File: src/rtl/fp_fma_dot_driver.sv
// fp_fma_dot_driver: issues element-pair multiplies to fp_fma and accumulates returning products into a dot product
module fp_fma_dot_driver #(
  parameter int ibits = 12,
  parameter int fbits = 20,
  parameter int id_bits = 8,
  parameter int len_bits = 16,
  parameter int max_outstanding = 16,
  localparam int W = ibits + fbits,
  localparam int RW = 2 * W + 1,
  localparam int AW = RW + len_bits
) (
  input  logic                clock,
  input  logic                reset,
  input  logic                start,
  input  logic [len_bits-1:0] length,
  output logic                busy,
  output logic                done,
  output logic [AW-1:0]       result,
  output logic                error,
  input  logic [W-1:0]        elem_a,
  input  logic [W-1:0]        elem_b,
  input  logic                elem_valid,
  output logic                elem_ready,
  output logic [W-1:0]        fma_a,
  output logic [W-1:0]        fma_b,
  output logic [2*W-1:0]      fma_c,
  output logic [id_bits-1:0]  fma_iid,
  output logic                fma_ivalid,
  input  logic                fma_iready,
  input  logic [RW-1:0]       fma_r,
  input  logic [id_bits-1:0]  fma_oid,
  input  logic                fma_ovalid,
  output logic                fma_oacknowledge
);
  typedef enum logic [1:0] {IDLE, ISSUE, DRAIN, DONE} state_t;
  state_t state_q, state_d;
  logic [len_bits-1:0] len_q, len_d, tx_count_q, tx_count_d, rx_count_q, rx_count_d;
  logic [id_bits-1:0] tx_id_q, tx_id_d, rx_id_q, rx_id_d;
  logic [AW-1:0] acc_q, acc_d, result_q, result_d;
  logic error_q, error_d;
  logic active, credit_ok, fire, accept, dup;
  always_comb begin
    active = state_q == ISSUE || state_q == DRAIN;
    credit_ok = tx_count_q - rx_count_q < len_bits'(max_outstanding);
    fma_a = elem_a;
    fma_b = elem_b;
    fma_c = '0;
    fma_iid = tx_id_q;
    fma_ivalid = elem_valid && credit_ok && state_q == ISSUE;
    elem_ready = fma_iready && credit_ok && state_q == ISSUE;
    fma_oacknowledge = 1'b1;
    busy = active;
    done = state_q == DONE;
    result = result_q;
    error = error_q;
    fire = fma_ivalid && fma_iready;
    accept = active && fma_ovalid && fma_oid == rx_id_q;
    dup = fma_oid == rx_id_q - id_bits'(1);
    state_d = state_q;
    len_d = len_q;
    tx_count_d = fire ? tx_count_q + len_bits'(1) : tx_count_q;
    tx_id_d = fire ? tx_id_q + id_bits'(1) : tx_id_q;
    rx_count_d = accept ? rx_count_q + len_bits'(1) : rx_count_q;
    rx_id_d = accept ? rx_id_q + id_bits'(1) : rx_id_q;
    acc_d = accept ? acc_q + {{(AW-RW){fma_r[RW-1]}}, fma_r} : acc_q;
    error_d = error_q || (active && fma_ovalid && !accept && !dup);
    result_d = result_q;
    case (state_q)
      IDLE: if (start) begin
        len_d = length;
        tx_count_d = '0;
        rx_count_d = '0;
        tx_id_d = '0;
        rx_id_d = '0;
        acc_d = '0;
        error_d = 1'b0;
        state_d = length == '0 ? DONE : ISSUE;
        result_d = length == '0 ? '0 : result_q;
      end
      ISSUE: state_d = tx_count_d == len_q ? DRAIN : ISSUE;
      DRAIN: if (rx_count_q == len_q) begin
        state_d = DONE;
        result_d = acc_d;
      end
      default: state_d = IDLE;
    endcase
  end
  always_ff @(posedge clock) begin
    if (reset) begin
      state_q <= IDLE;
      len_q <= '0;
      tx_count_q <= '0;
      rx_count_q <= '0;
      tx_id_q <= '0;
      rx_id_q <= '0;
      acc_q <= '0;
      result_q <= '0;
      error_q <= 1'b0;
    end else begin
      state_q <= state_d;
      len_q <= len_d;
      tx_count_q <= tx_count_d;
      rx_count_q <= rx_count_d;
      tx_id_q <= tx_id_d;
      rx_id_q <= rx_id_d;
      acc_q <= acc_d;
      result_q <= result_d;
      error_q <= error_d;
    end
  end
endmodule

File: config.mk
export PLATFORM = sky130hd
export DESIGN_NAME = fp_fma_dot_driver
export DESIGN_NICKNAME = d
export VERILOG_FILES = /design/src/rtl/fp_fma_dot_driver.sv
export SDC_FILE = /design/constraint.sdc
export NUM_CORES = 1
export LEC_CHECK = 0
export CORE_MARGIN = 4
export CORE_UTILIZATION = 35
export DETAILED_ROUTE_END_ITERATION = 12
export GPL_ROUTABILITY_DRIVEN = 0
export PLACE_DENSITY = 0.69
export SETUP_SLACK_MARGIN = 0.15
export SLEW_MARGIN = 20
export SYNTH_ARGS = -nofsm -noshare
export SYNTH_HDL_FRONTEND = slang
export SYNTH_SLANG_ARGS = --single-unit
File: constraint.sdc
create_clock -name clock -period 4.4 [get_ports clock]
set_input_delay 0.44 -clock clock [delete_from_list [all_inputs] [get_ports clock]]
set_output_delay 0.44 -clock clock [all_outputs]
set_load 0.01 [all_outputs]
==> run metrics <==
Seq pwr share between 30% and 40%; Post-synth EDFFs 0; worst hold start reset; # fillers ~4500; Final Skew about 0.023 ns; vias roughly 15000; CP required a little under 5 ns; first-pass GRT wire length ~77000 µm; H-tree depth 1; CP Launch Type register; Switching Share a little under a third; flop2flop setup slack around 0.28 ns; Worst R2R Start tx_count_q[5]; Primary FF master, synth dfxtp_1; number of max-cap violations 0; input/output buffers between 150 and 200; core area roughly 45000 µm²; outcome finished clean; Initial DRT Pass Iterations 8; Final Power between 5 and 6 mW; CTS tree yes; final hold vios 0; top cell type's share of synthesized area 28.6%; FF+latch count, synth around 230; most common cell in the netlist nor2_1; Initial Util a little over a third; Clock transition at path regs 0.06 ns; Psw 1.71 mW; Rows around 80; internal power around 4 mW; synth warn 0; RSZ-0062 raised after global routing true; hold path cells 2; GRT overflow 0; Hold WS roughly 0.31 ns; # DRC 0; share of cells above drive strength 1 about 8.1%; Max clock buf depth 3; Die X 222 µm; ant diodes 0; Crit Path Category register to register; clock power share around 43%; min Tclk post-route a little over 4 ns; top cells by count, synth 239 x nor2_1, 235 x nand2_1, 229 x dfxtp_1; dpl ws -0.101 ns; Syn-to-layout area delta 20.1%; Antenna Nets Post-Route 0; NumNets Final 2473; Slew HR a little under 50%; largest net degree at the start of global routing approximately 110; clock root buffer clkbuf_16; initial antenna violation count 2; Vias/cell about 5.4; Netlist cell types 87; post-synthesis sequential area ratio roughly 29%; Placed Area ~18000 µm²; Netlist Area Pre-Place roughly 16000 µm²; I/O pins approximately 380; Reg2Reg Depth 14; overall routing resource usage between 15 and 20%; Hold Buf Count CTS 0; share of synthesized registers carrying an async set or reset 0%; slew at the pin closest to its max-slew limit between 0.7 and 0.8 ns; Critical Path AT between 4 and 5 ns; final WL 48500 µm; drt initial violations approximately 1300; Post-DP HPWL about 36000 µm; CP endpoint kind register; CP max FO 7; worst skew pair latency 0.57 ns; Post-Syn Area per Cell 7.69 µm²; pins over their slew limit 0; final worst slack about 0.28 ns; Post-Syn Instances about 2100; WHS Endpoint result[30]; combinational share of power between 10% and 20%; Num CTS Buffers 29; Static Leak about 7.7 nW; dominant cell type by area after synthesis dfxtp_1; Critical R2R Capture state_q[1]; Setup Viol. Count Final 0; Die Y about 220 µm; Hold Crit Class input port to register; Finished Cell Area just under 20000 µm²; Synth area leaders dfxtp_1 29%, ha_1 8.0%, a21oi_1 6.4%; Worst VDD drop 0.262 mV; die area roughly 49000 µm²; crit share post-route between 90% and 100%; vias in the first global route 14800; Wirelength per Cell 17.1 µm; clock sink count ~230; FMAX approximately 240 MHz; pwr dens between 200 and 300 nW/µm²
## logic make-up after synthesis
kind of cell / Yosys count / synth area share, %
flip-flops: 229 / 28.6
AO/OA/AOI/OAI: 539 / 21.2
AND/OR/NAND/NOR: 742 / 21.8
buffers and inverters: 285 / 9.73
multiplexers: 28 / 1.77
XOR/XNOR: 159 / 8.81
adder cells (fa/ha/maj): 104 / 8.16
other: 2 / 0.0468
## worst max path at each step
stage | from | end | slack [ns] | cells after the start
floorplan | rx_count_q[2] | state_q[1] | 0.66 | 14
global placement | fma_r[0] | result[76] | -0.18 | 16
detailed placement | fma_r[0] | result[76] | -0.10 | 16
CTS | rx_count_q[4] | elem_ready | 0.15 | 12
global route | rx_count_q[10] | state_q[1] | 0.13 | 15
finish | tx_count_q[5] | state_q[1] | 0.28 | 14
## power by group through the flow
| stage | clock, mW | sequential, mW | combinational [mW] |
|---|---|---|---|
| floorplan | 0 | 2.20 | 0.724 |
| global placement | 0 | 2.21 | 1.03 |
| detailed placement | 0 | 2.22 | 1.04 |
| CTS | 2.50 | 2.17 | 1.06 |
| global route | 2.58 | 2.18 | 1.18 |
| finish | 2.43 | 2.17 | 1.09 |
## critical path, stage by stage (launching register included)
cell	delay, ns
dfxtp_1	0.49
ha_1	0.36
nand4_1	0.11
and3_1	0.18
a21boi_4	0.20
mux2_2	0.37
nor4_4	0.39
nand4_1	0.26
or3_4	0.46
a31oi_2	0.24
o221ai_2	0.15
nor4_2	0.23
buf_4	0.17
nand4_1	0.12
a311oi_2	0.28
## area by class of cell
cell class              count  area (µm²)  share of cell area, %
clock buffers              35         798                   4.14
multi-input cells        1637       10300                   53.4
flip-flops and latches    229        4590                   23.8
inverters                  56         210                   1.09
repair buffers            257        2450                   12.7
clock inverters            18         176                  0.916
well taps                 600         751                   3.90
## stage by stage
stage          std cells  TNS, ns  util [%]
2_1_floorplan       2151        0         -
3_3_place_gp        2776   -0.847      40.0
3_5_place_dp        2776   -0.569      40.0
4_1_cts             2829        0      42.1
5_1_grt             2832        0      42.5
6_report            2832        0      42.5
## flip-flops by register name, indices dropped and copies added (netlist names)
name,cells
fma_iid,8
state_q,2
tx_count_q,16
error,1
rx_count_q,16
result,81
acc_q,81
rx_id_q,8
len_q,16
## cell usage in the layout (no fill, tap or decap), drive strengths merged, types with 14 or more instances in the layout
| master | instances |
|---|---|
| a22oi | 20 |
| xor2 | 75 |
| a31oi | 18 |
| o21ai | 108 |
| ha | 103 |
| nor2b | 35 |
| a21oi | 204 |
| nor4 | 20 |
| inv | 57 |
| clkdlybuf4s50 | 187 |
| nor3 | 41 |
| clkbuf | 35 |
| conb | 65 |
| nand2 | 235 |
| clkinv | 14 |
| buf | 70 |
| a21o | 47 |
| mux2i | 25 |
| dfxtp | 229 |
| xnor2 | 83 |
| o21bai | 22 |
| nand2b | 16 |
| nand4 | 38 |
| nor2 | 240 |
| nand3 | 53 |
| and3 | 15 |
## timing repair
item	in CTS	in global routing
resized for setup	3	22
hold endpoints to repair	0	0
setup endpoints to repair	4	7
pin swaps	1	8
buffers inserted	0	3
## metal layers
metal  up-vias  track usage (%)  wire (µm)
met3       112             4.08       3450
met2       535             31.0      22300
met4         4             6.22       1620
met1      7256             23.9      21100
li1       7386                -          -
met5         -                0         26
Power figures use the tool's default switching activity.
